--- src/rtl/miter_sweep_driver_if.sv ---
// rtl/miter_sweep_driver_if.sv - handshake and status bundle between the sweep driver and its environment
interface miter_sweep_driver_if #(
  parameter int N_IN = 6
);
  logic            start;
  logic [N_IN-1:0] miter_in;
  logic            miter_out;
  logic            cex_valid;
  logic            cex_ready;
  logic [N_IN-1:0] cex_data;
  logic [N_IN:0]   cex_count;
  logic            busy;
  logic            done;
  logic            found;

  modport master (
    input  start, miter_out, cex_ready,
    output miter_in, cex_valid, cex_data, cex_count, busy, done, found
  );

  modport slave (
    output start, miter_out, cex_ready,
    input  miter_in, cex_valid, cex_data, cex_count, busy, done, found
  );
endinterface

--- src/rtl/miter_sweep_driver.sv ---
// rtl/miter_sweep_driver.sv - exhaustive miter stimulus sweep with counterexample stream
// Walks every assignment in ascending order and reports each one that drives the miter high.
module miter_sweep_driver #(
  parameter int N_IN          = 6,
  parameter int STOP_ON_FIRST = 0
) (
  input  logic clk,
  input  logic rst_n,
  miter_sweep_driver_if.master bus
);
  typedef enum logic [1:0] {
    S_IDLE   = 2'd0,
    S_SWEEP  = 2'd1,
    S_REPORT = 2'd2,
    S_DONE   = 2'd3
  } state_t;

  state_t          state_q, state_d;
  logic [N_IN-1:0] cnt_q, cnt_d;
  logic [N_IN-1:0] cex_data_q, cex_data_d;
  logic [N_IN:0]   cex_count_q, cex_count_d;
  logic            cnt_last;

  assign cnt_last = &cnt_q;

  always_ff @(posedge clk or negedge rst_n) begin
    if (!rst_n) begin
      state_q     <= S_IDLE;
      cnt_q       <= '0;
      cex_data_q  <= '0;
      cex_count_q <= '0;
    end else begin
      state_q     <= state_d;
      cnt_q       <= cnt_d;
      cex_data_q  <= cex_data_d;
      cex_count_q <= cex_count_d;
    end
  end

  always_comb begin
    state_d     = state_q;
    cnt_d       = cnt_q;
    cex_data_d  = cex_data_q;
    cex_count_d = cex_count_q;
    case (state_q)
      S_IDLE, S_DONE: begin
        if (bus.start) begin
          cnt_d       = '0;
          cex_count_d = '0;
          state_d     = S_SWEEP;
        end
      end
      S_SWEEP: begin
        if (bus.miter_out) begin
          cex_data_d = cnt_q;
          state_d    = S_REPORT;
        end else if (cnt_last) begin
          state_d = S_DONE;
        end else begin
          cnt_d = cnt_q + N_IN'(1);
        end
      end
      S_REPORT: begin
        // cnt stays on the failing assignment until the consumer takes it
        if (bus.cex_ready) begin
          cex_count_d = cex_count_q + (N_IN+1)'(1);
          if (STOP_ON_FIRST != 0 || cnt_last) begin
            state_d = S_DONE;
          end else begin
            cnt_d   = cnt_q + N_IN'(1);
            state_d = S_SWEEP;
          end
        end
      end
      default: state_d = S_IDLE;
    endcase
  end

  assign bus.miter_in  = cnt_q;
  assign bus.cex_valid = (state_q == S_REPORT);
  assign bus.cex_data  = cex_data_q;
  assign bus.cex_count = cex_count_q;
  assign bus.busy      = (state_q == S_SWEEP) || (state_q == S_REPORT);
  assign bus.done      = (state_q == S_DONE);
  assign bus.found     = (state_q == S_DONE) && (cex_count_q != '0);
endmodule

--- src/flat_wrapper.sv ---
// flat-port wrapper written by rule: the top's interface ports become plain ports
module miter_sweep_driver_flat 
#(
  parameter int N_IN          = 6,
  parameter int STOP_ON_FIRST = 0
)
  (clk, rst_n, bus_start, bus_miter_out, bus_cex_ready, bus_miter_in, bus_cex_valid, bus_cex_data, bus_cex_count, bus_busy, bus_done, bus_found);
  miter_sweep_driver_if #(.N_IN(N_IN)) bus_i ();
  input  logic clk;
  input  logic rst_n;
  input wire logic [$bits(bus_i.start)-1:0] bus_start;
  input wire logic [$bits(bus_i.miter_out)-1:0] bus_miter_out;
  input wire logic [$bits(bus_i.cex_ready)-1:0] bus_cex_ready;
  output wire logic [$bits(bus_i.miter_in)-1:0] bus_miter_in;
  output wire logic [$bits(bus_i.cex_valid)-1:0] bus_cex_valid;
  output wire logic [$bits(bus_i.cex_data)-1:0] bus_cex_data;
  output wire logic [$bits(bus_i.cex_count)-1:0] bus_cex_count;
  output wire logic [$bits(bus_i.busy)-1:0] bus_busy;
  output wire logic [$bits(bus_i.done)-1:0] bus_done;
  output wire logic [$bits(bus_i.found)-1:0] bus_found;
  assign bus_i.start = bus_start;
  assign bus_i.miter_out = bus_miter_out;
  assign bus_i.cex_ready = bus_cex_ready;
  assign bus_miter_in = bus_i.miter_in;
  assign bus_cex_valid = bus_i.cex_valid;
  assign bus_cex_data = bus_i.cex_data;
  assign bus_cex_count = bus_i.cex_count;
  assign bus_busy = bus_i.busy;
  assign bus_done = bus_i.done;
  assign bus_found = bus_i.found;
  miter_sweep_driver #(.N_IN(N_IN), .STOP_ON_FIRST(STOP_ON_FIRST)) u_core (.clk(clk), .rst_n(rst_n), .bus(bus_i));
endmodule
--- config.mk ---
export PLATFORM = sky130hd
export DESIGN_NAME = miter_sweep_driver_flat
export DESIGN_NICKNAME = d
export VERILOG_FILES = /design/src/rtl/miter_sweep_driver_if.sv /design/src/rtl/miter_sweep_driver.sv /design/src/flat_wrapper.sv
export SDC_FILE = /design/constraint.sdc
export NUM_CORES = 1
export LEC_CHECK = 0
export CAP_MARGIN = 20
export CELL_PAD_IN_SITES_DETAIL_PLACEMENT = 0
export CELL_PAD_IN_SITES_GLOBAL_PLACEMENT = 2
export CORE_UTILIZATION = 31
export CTS_BUF_LIST = sky130_fd_sc_hd__clkbuf_4
export CTS_CLUSTER_SIZE = 8
export DETAILED_ROUTE_END_ITERATION = 7
export PLACE_DENSITY_LB_ADDON = 0.1
export SKIP_CTS_REPAIR_TIMING = 1
export SLEW_MARGIN = 20
export SYNTH_ARGS = -nofsm -noshare
export SYNTH_HDL_FRONTEND = slang
export SYNTH_SLANG_ARGS = --single-unit
--- constraint.sdc ---
create_clock -name clk -period 2.4 [get_ports clk]
set_clock_uncertainty 0.2 [all_clocks]
set_input_delay 0.36 -clock clk [delete_from_list [all_inputs] [get_ports clk]]
set_output_delay 0.36 -clock clk [all_outputs]
set_load 0.01 [all_outputs]
==> results.cfg <==
[flow_run]
maxCapViolations = 0

[global_route]
gr-usage-all-layers = 0.157
gr-usage-met2 = 0.233
overflow = 0
use_met1 = 0.229
antenna_found_initial = 0
grt.busiest_layer = met2
first_global_vias = 935
grt_max_degree = 22
grtUsageMet3 = 0.0380
grt_pass1_wl_um = 4890

[synthesis]
seq_area_frac_synth = 0.452
synth_fa_ha_area_frac = 0.0645
synthDominantCellAreaShare = 0.452
synth_top_cell_by_area = dfrtp_1
syn_area_um2 = 1160
postSynthAreaPerCell_um2 = 10.4
synthMostInstantiatedCell = dfrtp_1
syn_inst = 112
synth_top_family_by_area = simple AND/OR/NAND/NOR gates
ys_types = 34
synth-edff-count = 0
syn_nets = 123
synthTopCellsByCount = dfrtp_1 (21), nand2_1 (12), and3_1 (7), mux2_2 (7), nand3_1 (7)
synthTopCellsByArea = dfrtp_1 (45%), mux2_2 (6.8%), ha_1 (6.5%)
synth_mux_area_frac = 0.0677
synth_compound_area_frac = 0.158
synth_xor_area_frac = 0
ys_seq_elements = 21
synthArstFlopShare = 1.00
yosys.area_share.simple = 0.223
yosysWarnings = 0
ys.flop_type = dfrtp_1

[critical_path]
cp_data_arrival_time_ps = 1720
r2r_end = u_core.state_q[1]
reg2reg_depth = 7
critPathCaptureType = primary output
reg2reg_slack_ps = 340
cp_max_fo = 3
critPathRequiredTime_ps = 1840
critPathLaunch = u_core.bus.cex_count[1]
critPathCapture = bus_found
path_class = flop to primary output
reg2reg_from = u_core.state_q[0]
start_kind = flop

[placed_design]
hpwlAfterDp_um = 1990
io_buffer_count = 27
dp_cells = 190
placed_cell_area_um2 = 1530
place_congestion = 0.748

[sta]
fmax_mhz = 438
maxSlewHeadroom = 0.679
setup_violations = 0
rsz0062_at_grt = false
slew_violations = 0
hold_viol = 0
fin_crit_ps = 2280
tightest_slew_ps = 480
post-route-period-util = 0.950

[floorplanning]
initial_core_util = 0.335
die-area_um2 = 4000
die_h_um = 63.3
core-area_um2 = 3470
die_x_um = 63.3
row_count = 21
ioPinCount = 28

[pwr]
p_seq_frac = 0.311
power.total_uw = 1490
leakagePower_uw = 0.000746
vdd_drop_max_mv = 0.407
p_int_uw = 893
p_sw_uw = 595
switching_share = 0.400
clkPwrFrac = 0.127
pwr-share-comb = 0.563
power_density_nw_per_um2 = 940

[clocking]
cts_max_level = 1
clk_path_buf_depth = 2
cts.sinks = 21
cts_root_buf = clkbuf_4
clk_latency_ps = 310
cts_inserted_buffers = 3
tritoncts = done
path_clk_slew_ps = 130

[layout]
multi_input_area_um2 = 597
antenna_cells = 0
layout-drive-gt1-share = 0.193
nets = 162
instances_no_fill = 196
areaGrowthSynthToFinish_pct = 36.0
fin_area_um2 = 1580
fill_cells = 343
seqCellArea_um2 = 526

[routing]
drc = 0
drt_wl_total_um = 2770
ant_nets = 0
wl_per_cell_um = 14.1
viasPerCell = 4.98
vias = 976
firstDrtPassIters = 3
dr.first_iter.drc_count = 29

[worst_hold_path]
min_path_type = input pin to async pin

[status]
status = complete, no violations
-- cell usage in the layout (no fill, tap or decap), types with 3 or more instances in the layout --
cell,instances
nor2_1,3
buf_4,10
mux2_2,7
a21oi_1,5
a31oi_1,3
nand4b_1,3
and3_1,7
inv_1,5
dfrtp_1,21
ha_1,6
clkdlybuf4s50_1,25
clkbuf_4,4
nand3_1,7
nand2_1,12
-- critical path, cell delays in order (launching register included) --
cell            delay (ps)
dfrtp_1                410
inv_1                   60
ha_1                   120
or4b_1                 420
o31a_1                 240
dlymetal6s2s_1         170
-- state kept, by name, indices dropped and copies added (netlist names) --
register	flops
u_core.bus.cex_count	7
u_core.state_q	2
u_core.bus.miter_in	6
u_core.bus.cex_data	6
-- kinds of logic after synthesis --
kind of cell               count (synthesis)
DFF                                       21
adders and majority gates                  6
AOI/OAI and AO/OA                         25
muxes                                      7
buffers and inverters                      9
and+or+nand+nor                           44
-- final cells by class --
class / count / share of cell area
Clock buffer: 4 / 0.0190
Inverter: 6 / 0.0142
Multi-Input combinational cell: 82 / 0.377
Sequential cell: 21 / 0.332
Tap cell: 46 / 0.0364
Timing Repair Buffer: 37 / 0.221
-- power by group through the flow --
stage / logic, uW / registers (uW) / clock network (uW)
2_1_floorplan: 443 / 504 / 0
6_report: 837 / 462 / 188
3_5_place_dp: 818 / 473 / 0
3_3_place_gp: 819 / 469 / 0
4_1_cts: 822 / 466 / 200
5_1_grt: 934 / 474 / 213
-- layer usage --
metal	share of wire	up-vias	wire, um
li1	-	493	-
met5	0	-	0
met3	0.028	2	77
met4	0.0069	0	19
met1	0.53	469	1470
met2	0.44	12	1200
-- through the flow --
| stage | util | hold WS, ps | setup TNS (ps) | setup slack [ps] |
|---|---|---|---|---|
| 2_1_floorplan | - | -136 | 0 | 508 |
| 3_3_place_gp | 0.442 | 288 | 0 | 121 |
| 3_5_place_dp | 0.442 | 297 | 0 | 103 |
| 4_1_cts | 0.451 | 181 | -284 | -262 |
| 5_1_grt | 0.456 | 198 | 0 | 28.7 |
| 6_report | 0.456 | 178 | 0 | 119 |
-- worst min path at each step --
stage,start,endpoint,slack [ps],cells after the start
6_report,rst_n,u_core.bus.cex_count[4],180,2
4_1_cts,rst_n,u_core.state_q[0],180,2
3_3_place_gp,u_core.bus.cex_data[1],u_core.bus.cex_data[1],290,1
5_1_grt,rst_n,u_core.state_q[0],200,2
2_1_floorplan,rst_n,u_core.bus.cex_count[0],-140,0
3_5_place_dp,u_core.bus.cex_data[4],u_core.bus.cex_data[4],300,1
No activity file was read; power rests on OpenSTA's default activity.
